$ cat src/rtl/wb_uart_pkg.sv
// Shared constants and state types for the Wishbone UART slave.
package wb_uart_pkg;

    // Register offsets, decoded from adr[3:2]
    localparam logic [1:0] REG_DATA   = 2'd0;
    localparam logic [1:0] REG_STATUS = 2'd1;
    localparam logic [1:0] REG_CLKDIV = 2'd2;
    localparam logic [1:0] REG_CTRL   = 2'd3;

    // STATUS bit positions
    localparam int ST_TX_BUSY  = 0;
    localparam int ST_TX_FULL  = 1;
    localparam int ST_RX_VALID = 2;
    localparam int ST_RX_FULL  = 3;
    localparam int ST_RX_OVR   = 4;
    localparam int ST_FRM_ERR  = 5;

    // CTRL bit positions
    localparam int CTRL_EN   = 0;
    localparam int CTRL_RXIE = 1;
    localparam int CTRL_TXIE = 2;

    // Shortest usable bit period in clock cycles
    localparam logic [15:0] MIN_DIV = 16'd4;

    typedef enum logic [1:0] {TX_IDLE, TX_START, TX_DATA, TX_STOP} tx_state_t;
    typedef enum logic [1:0] {RX_IDLE, RX_START, RX_DATA, RX_STOP} rx_state_t;

    // Programmed divider clamped to the minimum bit period
    function automatic logic [15:0] eff_div(input logic [15:0] div);
        return (div < MIN_DIV) ? MIN_DIV : div;
    endfunction

endpackage

$ cat src/rtl/sync_fifo.sv
// Single-clock FIFO; a push into a full FIFO is accepted when a pop happens in the same cycle.
module sync_fifo #(
    parameter int WIDTH = 8,
    parameter int DEPTH = 4
) (
    input  logic                     clk,
    input  logic                     rst,
    input  logic                     i_push,
    input  logic                     i_pop,
    input  logic [WIDTH-1:0]         i_data,
    output logic [WIDTH-1:0]         o_data,
    output logic                     o_full,
    output logic                     o_empty,
    output logic [$clog2(DEPTH):0]   o_count
);
    localparam int PW = $clog2(DEPTH);
    localparam logic [PW:0] FULL_CNT = (PW+1)'(DEPTH);

    logic [WIDTH-1:0] r_mem [DEPTH];
    logic [PW-1:0]    r_wptr;
    logic [PW-1:0]    r_rptr;
    logic [PW:0]      r_count;
    logic             w_do_pop;
    logic             w_do_push;

    assign w_do_pop  = i_pop & (r_count != '0);
    assign w_do_push = i_push & ((r_count != FULL_CNT) | w_do_pop);

    // Storage array; contents need no reset because the count gates visibility
    always_ff @(posedge clk) begin
        if (w_do_push) begin
            r_mem[r_wptr] <= i_data;
        end
    end

    // Pointer and occupancy bookkeeping
    always_ff @(posedge clk) begin
        if (rst) begin
            r_wptr  <= '0;
            r_rptr  <= '0;
            r_count <= '0;
        end else begin
            if (w_do_push) begin
                r_wptr <= r_wptr + 1'b1;
            end
            if (w_do_pop) begin
                r_rptr <= r_rptr + 1'b1;
            end
            r_count <= r_count + {{PW{1'b0}}, w_do_push} - {{PW{1'b0}}, w_do_pop};
        end
    end

    assign o_data  = r_mem[r_rptr];
    assign o_full  = (r_count == FULL_CNT);
    assign o_empty = (r_count == '0);
    assign o_count = r_count;

endmodule

$ cat src/rtl/wb_uart_slave.sv
// Wishbone UART slave: register file, 8N1 transmitter with a one-byte holding
// buffer, oversampling-free mid-bit receiver feeding an RX FIFO, level interrupt.
module wb_uart_slave
    import wb_uart_pkg::*;
#(
    parameter int          DW       = 32,
    parameter int          AW       = 32,
    parameter int          RX_DEPTH = 4,
    parameter logic [15:0] DEF_DIV  = 16'd868
) (
    input  logic          wb_clk_i,
    input  logic          wb_rst_i,
    input  logic          wb_stb_i,
    input  logic          wb_cyc_i,
    input  logic          wb_we_i,
    input  logic [3:0]    wb_sel_i,
    input  logic [AW-1:0] wb_adr_i,
    input  logic [DW-1:0] wb_dat_i,
    output logic [DW-1:0] wb_dat_o,
    output logic          wb_ack_o,
    output logic          ser_tx,
    input  logic          ser_rx,
    output logic          irq
);
    // Bus and register state
    logic            r_ack;
    logic [DW-1:0]   r_dat_o;
    logic [15:0]     r_clkdiv;
    logic [2:0]      r_ctrl;
    logic            r_rx_ovr;
    logic            r_frm_err;
    logic            r_irq;

    // Transmit state
    logic [7:0]      r_tx_buf;
    logic            r_tx_full;
    tx_state_t       r_tx_state;
    logic [15:0]     r_tx_cnt;
    logic [2:0]      r_tx_bit;
    logic [7:0]      r_tx_shift;
    logic            r_ser_tx;

    // Receive state
    logic            r_rx_s1;
    logic            r_rx_s2;
    logic            r_rx_prev;
    rx_state_t       r_rx_state;
    logic [15:0]     r_rx_cnt;
    logic [2:0]      r_rx_bit;
    logic [7:0]      r_rx_shift;

    logic            w_req;
    logic            w_wr;
    logic            w_rd;
    logic [1:0]      w_reg;
    logic            w_en;
    logic [15:0]     w_div;
    logic            w_pop;
    logic            w_tx_load;
    logic            w_tx_busy;
    logic            w_rx_stop_smp;
    logic            w_rx_push;
    logic            w_rx_ovr_set;
    logic            w_rx_frm_set;
    logic [7:0]      w_rx_data;
    logic            w_rx_full;
    logic            w_rx_empty;
    logic [$clog2(RX_DEPTH):0] w_rx_count;
    logic [DW-1:0]   w_rdata;

    assign w_req     = wb_stb_i & wb_cyc_i & ~r_ack;
    assign w_wr      = w_req & wb_we_i;
    assign w_rd      = w_req & ~wb_we_i;
    assign w_reg     = wb_adr_i[3:2];
    assign w_en      = r_ctrl[CTRL_EN];
    assign w_div     = eff_div(r_clkdiv);
    assign w_pop     = w_rd & (w_reg == REG_DATA) & ~w_rx_empty;
    assign w_tx_load = (r_tx_state == TX_IDLE) & w_en & r_tx_full;
    assign w_tx_busy = (r_tx_state != TX_IDLE);

    // Stop-bit decision: a pop in the same cycle frees a slot, so no overrun then
    assign w_rx_stop_smp = w_en & (r_rx_state == RX_STOP) & (r_rx_cnt == 16'd0);
    assign w_rx_frm_set  = w_rx_stop_smp & ~r_rx_s2;
    assign w_rx_push     = w_rx_stop_smp & r_rx_s2 & (~w_rx_full | w_pop);
    assign w_rx_ovr_set  = w_rx_stop_smp & r_rx_s2 & w_rx_full & ~w_pop;

    sync_fifo #(
        .WIDTH (8),
        .DEPTH (RX_DEPTH)
    ) u_rx_fifo (
        .clk     (wb_clk_i),
        .rst     (wb_rst_i),
        .i_push  (w_rx_push),
        .i_pop   (w_pop),
        .i_data  (r_rx_shift),
        .o_data  (w_rx_data),
        .o_full  (w_rx_full),
        .o_empty (w_rx_empty),
        .o_count (w_rx_count)
    );

    // Read-data mux for the addressed register
    always_comb begin
        w_rdata = '0;
        case (w_reg)
            REG_DATA:   w_rdata = w_rx_empty ? '1 : {{(DW-8){1'b0}}, w_rx_data};
            REG_STATUS: w_rdata = {{(DW-6){1'b0}}, r_frm_err, r_rx_ovr, w_rx_full,
                                   (w_rx_count != '0), r_tx_full, w_tx_busy};
            REG_CLKDIV: w_rdata = {{(DW-16){1'b0}}, r_clkdiv};
            REG_CTRL:   w_rdata = {{(DW-3){1'b0}}, r_ctrl};
            default:    w_rdata = '0;
        endcase
    end

    // Single-cycle ack, read data captured with it, byte-lane register writes
    always_ff @(posedge wb_clk_i) begin
        if (wb_rst_i) begin
            r_ack    <= 1'b0;
            r_dat_o  <= '0;
            r_clkdiv <= DEF_DIV;
            r_ctrl   <= 3'd0;
        end else begin
            r_ack   <= w_req;
            r_dat_o <= w_rd ? w_rdata : '0;
            if (w_wr && (w_reg == REG_CLKDIV)) begin
                if (wb_sel_i[0]) r_clkdiv[7:0]  <= wb_dat_i[7:0];
                if (wb_sel_i[1]) r_clkdiv[15:8] <= wb_dat_i[15:8];
            end
            if (w_wr && (w_reg == REG_CTRL) && wb_sel_i[0]) begin
                r_ctrl <= wb_dat_i[2:0];
            end
        end
    end

    // TX holding buffer and sticky error flags; a new error wins over a clear
    always_ff @(posedge wb_clk_i) begin
        if (wb_rst_i) begin
            r_tx_buf  <= 8'd0;
            r_tx_full <= 1'b0;
            r_rx_ovr  <= 1'b0;
            r_frm_err <= 1'b0;
        end else begin
            if (w_wr && (w_reg == REG_STATUS) && wb_sel_i[0]) begin
                if (wb_dat_i[ST_RX_OVR])  r_rx_ovr  <= 1'b0;
                if (wb_dat_i[ST_FRM_ERR]) r_frm_err <= 1'b0;
            end
            if (w_rx_ovr_set) r_rx_ovr  <= 1'b1;
            if (w_rx_frm_set) r_frm_err <= 1'b1;
            if (w_tx_load) begin
                r_tx_full <= 1'b0;
            end else if (w_wr && (w_reg == REG_DATA) && wb_sel_i[0] && !r_tx_full) begin
                r_tx_buf  <= wb_dat_i[7:0];
                r_tx_full <= 1'b1;
            end
        end
    end

    // TX FSM; the line lags the state by one cycle so every bit is exactly one period
    always_ff @(posedge wb_clk_i) begin
        if (wb_rst_i) begin
            r_tx_state <= TX_IDLE;
            r_tx_cnt   <= 16'd0;
            r_tx_bit   <= 3'd0;
            r_tx_shift <= 8'd0;
            r_ser_tx   <= 1'b1;
        end else if (!w_en) begin
            r_tx_state <= TX_IDLE;
            r_ser_tx   <= 1'b1;
        end else begin
            case (r_tx_state)
                TX_IDLE: begin
                    r_ser_tx <= 1'b1;
                    if (r_tx_full) begin
                        r_tx_shift <= r_tx_buf;
                        r_tx_cnt   <= w_div - 16'd1;
                        r_tx_state <= TX_START;
                    end
                end
                TX_START: begin
                    r_ser_tx <= 1'b0;
                    if (r_tx_cnt == 16'd0) begin
                        r_tx_cnt   <= w_div - 16'd1;
                        r_tx_bit   <= 3'd0;
                        r_tx_state <= TX_DATA;
                    end else begin
                        r_tx_cnt <= r_tx_cnt - 16'd1;
                    end
                end
                TX_DATA: begin
                    r_ser_tx <= r_tx_shift[0];
                    if (r_tx_cnt == 16'd0) begin
                        r_tx_shift <= {1'b0, r_tx_shift[7:1]};
                        r_tx_cnt   <= w_div - 16'd1;
                        if (r_tx_bit == 3'd7) begin
                            r_tx_state <= TX_STOP;
                        end else begin
                            r_tx_bit <= r_tx_bit + 3'd1;
                        end
                    end else begin
                        r_tx_cnt <= r_tx_cnt - 16'd1;
                    end
                end
                TX_STOP: begin
                    r_ser_tx <= 1'b1;
                    if (r_tx_cnt == 16'd0) begin
                        r_tx_state <= TX_IDLE;
                    end else begin
                        r_tx_cnt <= r_tx_cnt - 16'd1;
                    end
                end
                default: r_tx_state <= TX_IDLE;
            endcase
        end
    end

    // Two-flop synchronizer for the asynchronous RX pin plus a delayed copy for edge detect
    always_ff @(posedge wb_clk_i) begin
        if (wb_rst_i) begin
            r_rx_s1   <= 1'b1;
            r_rx_s2   <= 1'b1;
            r_rx_prev <= 1'b1;
        end else begin
            r_rx_s1   <= ser_rx;
            r_rx_s2   <= r_rx_s1;
            r_rx_prev <= r_rx_s2;
        end
    end

    // RX FSM: half a period to the start-bit centre, then one sample per period
    always_ff @(posedge wb_clk_i) begin
        if (wb_rst_i) begin
            r_rx_state <= RX_IDLE;
            r_rx_cnt   <= 16'd0;
            r_rx_bit   <= 3'd0;
            r_rx_shift <= 8'd0;
        end else if (!w_en) begin
            r_rx_state <= RX_IDLE;
        end else begin
            case (r_rx_state)
                RX_IDLE: begin
                    if (r_rx_prev && !r_rx_s2) begin
                        r_rx_cnt   <= (w_div >> 1) - 16'd1;
                        r_rx_state <= RX_START;
                    end
                end
                RX_START: begin
                    if (r_rx_cnt == 16'd0) begin
                        if (r_rx_s2) begin
                            r_rx_state <= RX_IDLE;
                        end else begin
                            r_rx_cnt   <= w_div - 16'd1;
                            r_rx_bit   <= 3'd0;
                            r_rx_state <= RX_DATA;
                        end
                    end else begin
                        r_rx_cnt <= r_rx_cnt - 16'd1;
                    end
                end
                RX_DATA: begin
                    if (r_rx_cnt == 16'd0) begin
                        r_rx_shift <= {r_rx_s2, r_rx_shift[7:1]};
                        r_rx_cnt   <= w_div - 16'd1;
                        if (r_rx_bit == 3'd7) begin
                            r_rx_state <= RX_STOP;
                        end else begin
                            r_rx_bit <= r_rx_bit + 3'd1;
                        end
                    end else begin
                        r_rx_cnt <= r_rx_cnt - 16'd1;
                    end
                end
                RX_STOP: begin
                    if (r_rx_cnt == 16'd0) begin
                        r_rx_state <= RX_IDLE;
                    end else begin
                        r_rx_cnt <= r_rx_cnt - 16'd1;
                    end
                end
                default: r_rx_state <= RX_IDLE;
            endcase
        end
    end

    // Level interrupt, registered
    always_ff @(posedge wb_clk_i) begin
        if (wb_rst_i) begin
            r_irq <= 1'b0;
        end else begin
            r_irq <= (r_ctrl[CTRL_RXIE] & ~w_rx_empty) | (r_ctrl[CTRL_TXIE] & ~r_tx_full);
        end
    end

    assign wb_ack_o = r_ack;
    assign wb_dat_o = r_dat_o;
    assign ser_tx   = r_ser_tx;
    assign irq      = r_irq;

endmodule

$ cat config.mk
export PLATFORM = sky130hd
export DESIGN_NAME = wb_uart_slave
export DESIGN_NICKNAME = d
export VERILOG_FILES = /design/src/rtl/wb_uart_pkg.sv /design/src/rtl/sync_fifo.sv /design/src/rtl/wb_uart_slave.sv
export SDC_FILE = /design/constraint.sdc
export NUM_CORES = 1
export LEC_CHECK = 0
export CAP_MARGIN = 25
export CORE_MARGIN = 2
export CORE_UTILIZATION = 31
export DETAILED_ROUTE_END_ITERATION = 10
export PLACE_DENSITY_LB_ADDON = 0.08
export SYNTH_ARGS = -nofsm -noshare
export SYNTH_HDL_FRONTEND = slang
export SYNTH_HIERARCHICAL = 1
export SYNTH_SLANG_ARGS = --single-unit
$ cat constraint.sdc
create_clock -name wb_clk_i -period 4.6 [get_ports wb_clk_i]
set_input_delay 0.92 -clock wb_clk_i [delete_from_list [all_inputs] [get_ports wb_clk_i]]
set_output_delay 0.92 -clock wb_clk_i [all_outputs]
set_load 0.01 [all_outputs]
==> results of run 1 <==
[state kept, by name, summed over array words and instances, names as in the netlist, 2 cells and up, named ones only]
register           flops
r_tx_cnt              16
r_rx_shift             8
r_rx_bit               3
r_clkdiv              16
r_ctrl                 3
wb_dat_o              17
r_tx_shift             8
u_rx_fifo/r_wptr       2
r_rx_cnt              16
r_tx_state             2
r_tx_bit               3
u_rx_fifo/r_rptr       2
u_rx_fifo/o_count      3
u_rx_fifo/r_mem       32
r_tx_buf               8
[worst max-delay path, delay by kind of cell (launching register included)]
family | cells | cell delay, ns
AO/OA/AOI/OAI | 3 | 0.92
adder cells (fa/ha/maj) | 1 | 0.19
buffers and inverters | 1 | 0.15
flip-flops | 1 | 0.42
multiplexers | 1 | 0.37
AND/OR/NAND/NOR | 4 | 1.59
[cells in the final DEF, fill, tap and decap left out, drive strengths merged, types with 4 or more instances in the layout]
cell type        n
dfxtp          120
nor2           105
nand2           62
clkdlybuf4s50   59
a21oi           55
mux2i           42
o21ai           42
edfxtp          32
inv             32
nand3           29
nor3            27
ha              23
buf             23
xor2            22
nor4            19
clkbuf          17
xnor2           16
nand2b          14
a211oi          14
a21o            12
and2            11
or4             11
a31oi            9
o211ai           9
nand4            8
mux4             8
clkinv           8
or2              7
or3              7
nor2b            6
nor3b            6
a221oi           6
nor4b            5
o31ai            5
and3             4
a21boi           4
[final cells by class]
class / instances / area share
inverters: 26 / 0.0102
flip-flops and latches: 152 / 0.353
repair buffers: 82 / 0.0801
multi-input cells: 637 / 0.447
clock buffers: 17 / 0.0447
well taps: 335 / 0.0440
clock inverters: 15 / 0.0213
[per-layer routing]
| layer | vias up | track usage | routed length, um | part of all wire |
|---|---|---|---|---|
| met4 | 0 | 0.0494 | 405 | 0.018 |
| met2 | 133 | 0.271 | 10300 | 0.46 |
| met1 | 3123 | 0.241 | 11000 | 0.49 |
| met5 | - | 0 | 0 | 0 |
| met3 | 18 | 0.0325 | 809 | 0.036 |
| li1 | 3270 | - | - | - |
[cells by family after synthesis]
group	Yosys count	share of synthesized area
and+or+nand+nor	331	0.208
xor gates and xnor gates	38	0.0422
AOI/OAI and AO/OA	193	0.162
DFF	152	0.417
buffers and inverters	101	0.0566
muxes	51	0.0763
adders and majority gates	24	0.0381
[through the flow]
step	hold WS (ns)	cells
floorplan	0.389	890
global placement	0.394	1231
detailed placement	0.400	1232
CTS	0.417	1264
global route	0.439	1264
finish	0.414	1264
[power by group through the flow]
| stage | Combinational (uW) | Sequential [uW] | Clock, uW |
|---|---|---|---|
| 4_1_cts | 97.0 | 1360 | 1510 |
| 3_5_place_dp | 96.7 | 1390 | 0 |
| 6_report | 95.0 | 1360 | 1480 |
| 5_1_grt | 104 | 1360 | 1570 |
| 3_3_place_gp | 96.8 | 1390 | 0 |
| 2_1_floorplan | 47.9 | 1390 | 0 |
[path summary, 6_finish.rpt]
check	start	to	slack [ns]	depth (start not counted)
min	r_rx_s1$_SDFF_PP1_	r_rx_s2$_SDFF_PP1_	0.41	1
max reg2reg	r_clkdiv[12]$_SDFFE_PP0P_	r_rx_cnt[10]$_SDFFE_PP0P_	0.91	10
min reg2reg	r_rx_s1$_SDFF_PP1_	r_rx_s2$_SDFF_PP1_	0.41	1
max	r_clkdiv[12]$_SDFFE_PP0P_	r_rx_cnt[10]$_SDFFE_PP0P_	0.91	10
==> impl_summary.log, run 1 <==
INFO  metric maxCapViolations = 0
INFO  metric pwr-share-comb = 0.032
INFO  metric setup_slack = 0.908 ns
INFO  metric placed_cell_area = 8900 um^2
INFO  metric ys_top_cells_by_area = sky130_fd_sc_hd__dfxtp_1 (30%), sky130_fd_sc_hd__edfxtp_1 (12%), sky130_fd_sc_hd__mux2i_1 (5.2%)
INFO  metric numPortBuffers = 60
INFO  metric grt_antenna_before_repair = 0
INFO  metric grt_max_degree = 54
INFO  metric fmax = 271 MHz
INFO  metric die-width = 165 um
INFO  metric grt_pass1_wl = 35800 um
INFO  metric worst_path_largest_cell_delay = 0.67 ns
INFO  metric slowest_stage = sky130_fd_sc_hd__or4_1
INFO  metric cp_data_required_time = 4.98 ns
INFO  metric cts_bufs_inserted = 17
INFO  metric synth_cell_type_count = 81
INFO  metric top_level_i_o_count = 109
INFO  metric multi_input_comb_area = 4250 um^2
INFO  metric synth_warnings = 6
INFO  metric min_period_over_period = 0.803
INFO  metric cts_setup_buffers = 0
INFO  metric min_period = 3.69 ns
INFO  metric final_antenna_net_count = 0
INFO  metric vias = 6544
INFO  metric worstSetupPathType = flip-flop to flip-flop
INFO  metric worst_slew_pin_slew = 0.809 ns
INFO  metric ys_seq_area_frac = 0.417
INFO  metric hold_path.class = flip-flop to flip-flop
INFO  metric synth.top_cell.area_share = 0.298
INFO  metric gpl.final_weighted_congestion = 0.793
INFO  metric rows = 59
INFO  metric synth_most_common_cell = sky130_fd_sc_hd__dfxtp_1
INFO  metric track_usage = 0.172
INFO  metric post_drt_wl_per_cell = 17.8 um
INFO  metric timing.final.setup_violations = 0
INFO  metric core_area = 25800 um^2
INFO  metric path_clk_slew = 0.07 ns
INFO  metric finish.net_count = 1014
INFO  metric status = completed
INFO  metric synth_edf_count = 32
INFO  metric drt_pass1_iterations = 4
INFO  metric synth-async-reset-ratio = 0
INFO  metric floorplan.die_area = 27300 um^2
INFO  metric irDropWorstVdd = 0.000196 V
INFO  metric critical_path.max_fanout = 9
INFO  metric power.switching_fraction = 0.254
INFO  metric setup-tns-final = 0 ns
INFO  metric initial_core_util = 0.312
INFO  metric dr.first_iter.drc_count = 475
INFO  metric power_switching = 748 uW
INFO  metric power.density_cell_area = 309 nW/um^2
INFO  metric tritoncts = built
INFO  metric die-height = 165 um
INFO  metric dpl.hpwl = 15800 um
INFO  metric cts.repair.resized = 0
INFO  metric worstPathCellList = or4_1, o41a_1, inv_2, ha_1, or3b_2, nor4_1, mux2i_1, nand2_1, a21boi_0, a311o_1
INFO  metric cts.sinks = 152
INFO  metric clock_latency = 0.44 ns
INFO  metric final_cell_area = 9520 um^2
INFO  metric setup.worst_path.start_class = flip-flop
INFO  metric synthesis.area_per_instance = 9.07 um^2
INFO  metric synthDominantAreaCellType = sky130_fd_sc_hd__dfxtp_1
INFO  metric cellInternalPower = 2190 uW
INFO  metric netlist_instances = 890
INFO  metric ys_seq_elements = 152
INFO  metric drcViolationCount = 0
INFO  metric grt_setup_unrepaired = no
INFO  metric h-tree-depth = 4
INFO  metric ant_diodes = 0
INFO  metric cts_root_buf = sky130_fd_sc_hd__clkbuf_16
INFO  metric final-seq-area = 3360 um^2
INFO  metric via_per_inst = 5.18
INFO  metric max_slew_margin = 0.459
INFO  metric core_util_final = 0.369
INFO  metric synth_area = 8070 um^2
INFO  metric p_clk_frac = 0.504
INFO  metric num-fill-cells = 2683
INFO  metric detail_route.wirelength = 22500 um
INFO  metric ctsLongestPathBuffers = 2
INFO  metric skew = 0.00869 ns
INFO  metric total_power = 2940 uW
INFO  metric drive_above_1_share = 0.0990
INFO  metric grt_pass1_vias = 6299
INFO  metric timing.final.hold_violations = 0
INFO  metric leakage = 0.00354 uW
INFO  metric mappedNetlistNets = 988
INFO  metric dominantRegCellSynth = sky130_fd_sc_hd__dfxtp_1
INFO  metric timing_max_transition_violations_final = 0
INFO  metric worstPathArrival = 4.07 ns
INFO  metric cts-hold-fix-buffers = 0
INFO  metric post_synth_most_frequent_cells = sky130_fd_sc_hd__dfxtp_1 (120), sky130_fd_sc_hd__nor2_1 (104), sky130_fd_sc_hd__nand2_1 (62), sky130_fd_sc_hd__a21oi_1 (54), sky130_fd_sc_hd__clkbuf_1 (44)
INFO  metric power_frac_seq = 0.464
INFO  metric flow.area_growth_from_synthesis = 18.0%
INFO  metric dp_worst_setup_slack = 0.684 ns
INFO  metric gr-total-overflow = 0
INFO  metric endpoint_kind = flip-flop
Note: power is estimated with default switching activity, not from simulation.
==> inputs of run 2 (changes only) <==
==> constraint.sdc (replaced) <==
create_clock -name wb_clk_i -period 3 [get_ports wb_clk_i]
set_input_delay 0.6 -clock wb_clk_i [delete_from_list [all_inputs] [get_ports wb_clk_i]]
set_output_delay 0.6 -clock wb_clk_i [all_outputs]
set_load 0.01 [all_outputs]
==> run 2 against run 1 <==
  * Wire length increased by 4.0%
  * Sequential power increased by 54%
  * Critical path depth unchanged
  * Setup slack got worse by 0.83 ns
==> impl_summary.log, run 2 (synthesis results as in run 1) <==
INFO  metric critPathLaunch = r_clkdiv[7]$_SDFFE_PP0P_
INFO  metric top_level_i_o_count = 109
INFO  metric core_util_final = 0.403
INFO  metric skew = 0.0133 ns
INFO  metric track_usage = 0.178
INFO  metric num-fill-cells = 2629
INFO  metric reg2reg_from = r_clkdiv[7]$_SDFFE_PP0P_
INFO  metric drt_pass1_iterations = 5
INFO  metric leakage = 0.00405 uW
INFO  metric gr-total-overflow = 0
INFO  metric h-tree-depth = 4
INFO  metric cts_root_buf = sky130_fd_sc_hd__clkbuf_16
INFO  metric endpoint_kind = flip-flop
INFO  metric r2r_end = r_rx_cnt[10]$_SDFFE_PP0P_
INFO  metric numPortBuffers = 60
INFO  metric setup.worst_path.start_class = flip-flop
INFO  metric cts_bufs_inserted = 17
INFO  metric largest-register = u_rx_fifo/r_mem
INFO  metric vias = 6820
INFO  metric ff2ff_path_depth = 10
INFO  metric dpl.hpwl = 16900 um
INFO  metric cp_data_required_time = 3.36 ns
INFO  metric initial_core_util = 0.312
INFO  metric worst_slew_pin_slew = 0.824 ns
INFO  metric min_period_over_period = 0.973
INFO  metric drcViolationCount = 0
INFO  metric critical_path.endpoint = r_rx_cnt[10]$_SDFFE_PP0P_
INFO  metric die-width = 165 um
INFO  metric floorplan.die_area = 27300 um^2
INFO  metric status = completed
INFO  metric clock_latency = 0.43 ns
INFO  metric timing.final.hold_violations = 0
INFO  metric layoutNonFillerInstCount = 1347
INFO  metric layout_common_cells = sky130_fd_sc_hd__dfxtp_1 (114), sky130_fd_sc_hd__nor2_1 (104), sky130_fd_sc_hd__buf_4 (103)
INFO  metric grt_pass1_wl = 37600 um
INFO  metric gpl.final_weighted_congestion = 0.855
INFO  metric via_per_inst = 5.06
INFO  metric layout_commonest_cell = sky130_fd_sc_hd__dfxtp_1
INFO  metric grt_max_degree = 51
INFO  metric fmax = 342 MHz
INFO  metric die-height = 165 um
INFO  metric path_clk_slew = 0.07 ns
INFO  metric worst_path_largest_cell_delay = 0.54 ns
INFO  metric finish.net_count = 1097
INFO  metric r2r_slack = 0.08 ns
INFO  metric tritoncts = built
INFO  metric drive_above_1_share = 0.207
INFO  metric max_slew_margin = 0.448
INFO  metric timing.final.setup_violations = 0
INFO  metric core_area = 25800 um^2
INFO  metric cp.depth = 10
INFO  metric final_cell_area = 10400 um^2
INFO  metric grt_pass1_vias = 6814
INFO  metric irDropWorstVdd = 0.000307 V
INFO  metric cts-hold-fix-buffers = 0
INFO  metric worstPathArrival = 3.28 ns
INFO  metric critPathTopFamily = simple AND/OR/NAND/NOR gates
INFO  metric detail_route.wirelength = 23400 um
INFO  metric hold_path.class = flip-flop to flip-flop
INFO  metric placed_cell_area = 9590 um^2
INFO  metric cts.sinks = 152
INFO  metric ctsLongestPathBuffers = 2
INFO  metric slowest_stage = sky130_fd_sc_hd__or4_4
INFO  metric worstSetupPathType = flip-flop to flip-flop
INFO  metric final_antenna_net_count = 0
INFO  metric flow.area_growth_from_synthesis = 28.9%
INFO  metric post_drt_wl_per_cell = 17.4 um
INFO  metric power.density_cell_area = 437 nW/um^2
INFO  metric place_inst = 1309
INFO  metric largest_register_ff_count = 32
INFO  metric grt_antenna_before_repair = 0
INFO  metric ant_diodes = 0
INFO  metric rows = 59
INFO  metric dr.first_iter.drc_count = 357
INFO  metric grt_setup_unrepaired = yes
INFO  metric timing_max_transition_violations_final = 0
INFO  metric timing.hold.ws = 0.412 ns
INFO  metric maxCapViolations = 0
INFO  metric min_period = 2.92 ns
INFO  metric worstPathCellList = or4_4, o41a_1, inv_2, ha_4, or3b_4, nor4_4, mux2i_2, nand2_1, a21boi_1, a311o_1
INFO  metric critical_path.max_fanout = 6
INFO  metric worstPathBufferInverterCount = 1
==> run 2: worst register-to-register path, stage by stage, from the launching register on <==
cell,delay [ns]
sky130_fd_sc_hd__dfxtp_2,0.32
sky130_fd_sc_hd__or4_4,0.54
sky130_fd_sc_hd__o41a_1,0.47
sky130_fd_sc_hd__inv_2,0.09
sky130_fd_sc_hd__ha_4,0.12
sky130_fd_sc_hd__or3b_4,0.43
sky130_fd_sc_hd__nor4_4,0.20
sky130_fd_sc_hd__mux2i_2,0.32
sky130_fd_sc_hd__nand2_1,0.09
sky130_fd_sc_hd__a21boi_1,0.16
sky130_fd_sc_hd__a311o_1,0.13
==> run 2: per-stage QoR <==
stage / total power [uW] / setup slack, ns / TNS, ns
finish: 4540 / 0.0795 / 0
global route: 4710 / -0.0378 / -0.0644
CTS: 4610 / -0.0334 / -0.0474
detailed placement: 2300 / -0.351 / -0.733
global placement: 2300 / -0.330 / -0.506
floorplan: 2210 / -0.0732 / -0.215
==> run 2: layout make-up <==
| class | instances | area (um^2) | share of cell area |
|---|---|---|---|
| multi-input cells | 637 | 4470 | 0.429 |
| flip-flops and latches | 152 | 3370 | 0.324 |
| repair buffers | 165 | 1430 | 0.137 |
| clock buffers | 17 | 425 | 0.0409 |
| well taps | 335 | 419 | 0.0403 |
| clock inverters | 15 | 199 | 0.0191 |
| inverters | 26 | 97.6 | 0.00938 |
==> run 2: how the worst min path moves through the flow <==
stage	startpoint	endpoint	slack (ns)	cells after the start
6_report	r_rx_s1$_SDFF_PP1_	r_rx_s2$_SDFF_PP1_	0.41	1
5_1_grt	r_rx_s1$_SDFF_PP1_	r_rx_s2$_SDFF_PP1_	0.43	1
4_1_cts	r_rx_s1$_SDFF_PP1_	r_rx_s2$_SDFF_PP1_	0.42	1
3_5_place_dp	r_rx_s1$_SDFF_PP1_	r_rx_s2$_SDFF_PP1_	0.40	1
3_3_place_gp	r_rx_s1$_SDFF_PP1_	r_rx_s2$_SDFF_PP1_	0.39	1
2_1_floorplan	r_rx_s1$_SDFF_PP1_	r_rx_s2$_SDFF_PP1_	0.39	1
==> run 2: layer usage <==
metal,vias up,share of wire,track usage
li1,3416,-,-
met1,3257,0.49,0.246
met2,129,0.46,0.288
met3,18,0.034,0.0327
met4,0,0.013,0.0470
met5,-,0,0
==> run 2: where the power goes <==
part	internal, uW	total, uW	switching [uW]
registers	2080	2090	5.62
clock network	1280	2290	1010
logic	74.3	163	88.8
total	3440	4540	1110
==> run 2: repair_timing <==
| action | CTS | global route |
|---|---|---|
| pin swaps | 0 | 16 |
| setup buffers | 0 | 6 |
| resized for setup | 3 | 30 |
| endpoints found under the setup margin | 9 | 19 |
==> inputs of run 3 (changes only) <==
==> constraint.sdc (replaced) <==
create_clock -name wb_clk_i -period 3 [get_ports wb_clk_i]
set_input_delay 0.6 -clock wb_clk_i [delete_from_list [all_inputs] [get_ports wb_clk_i]]
set_output_delay 0.6 -clock wb_clk_i [all_outputs]
set_load 0.005 [all_outputs]
==> results of run 3 <==
The final DEF is identical to that of run 2. Status: completed.
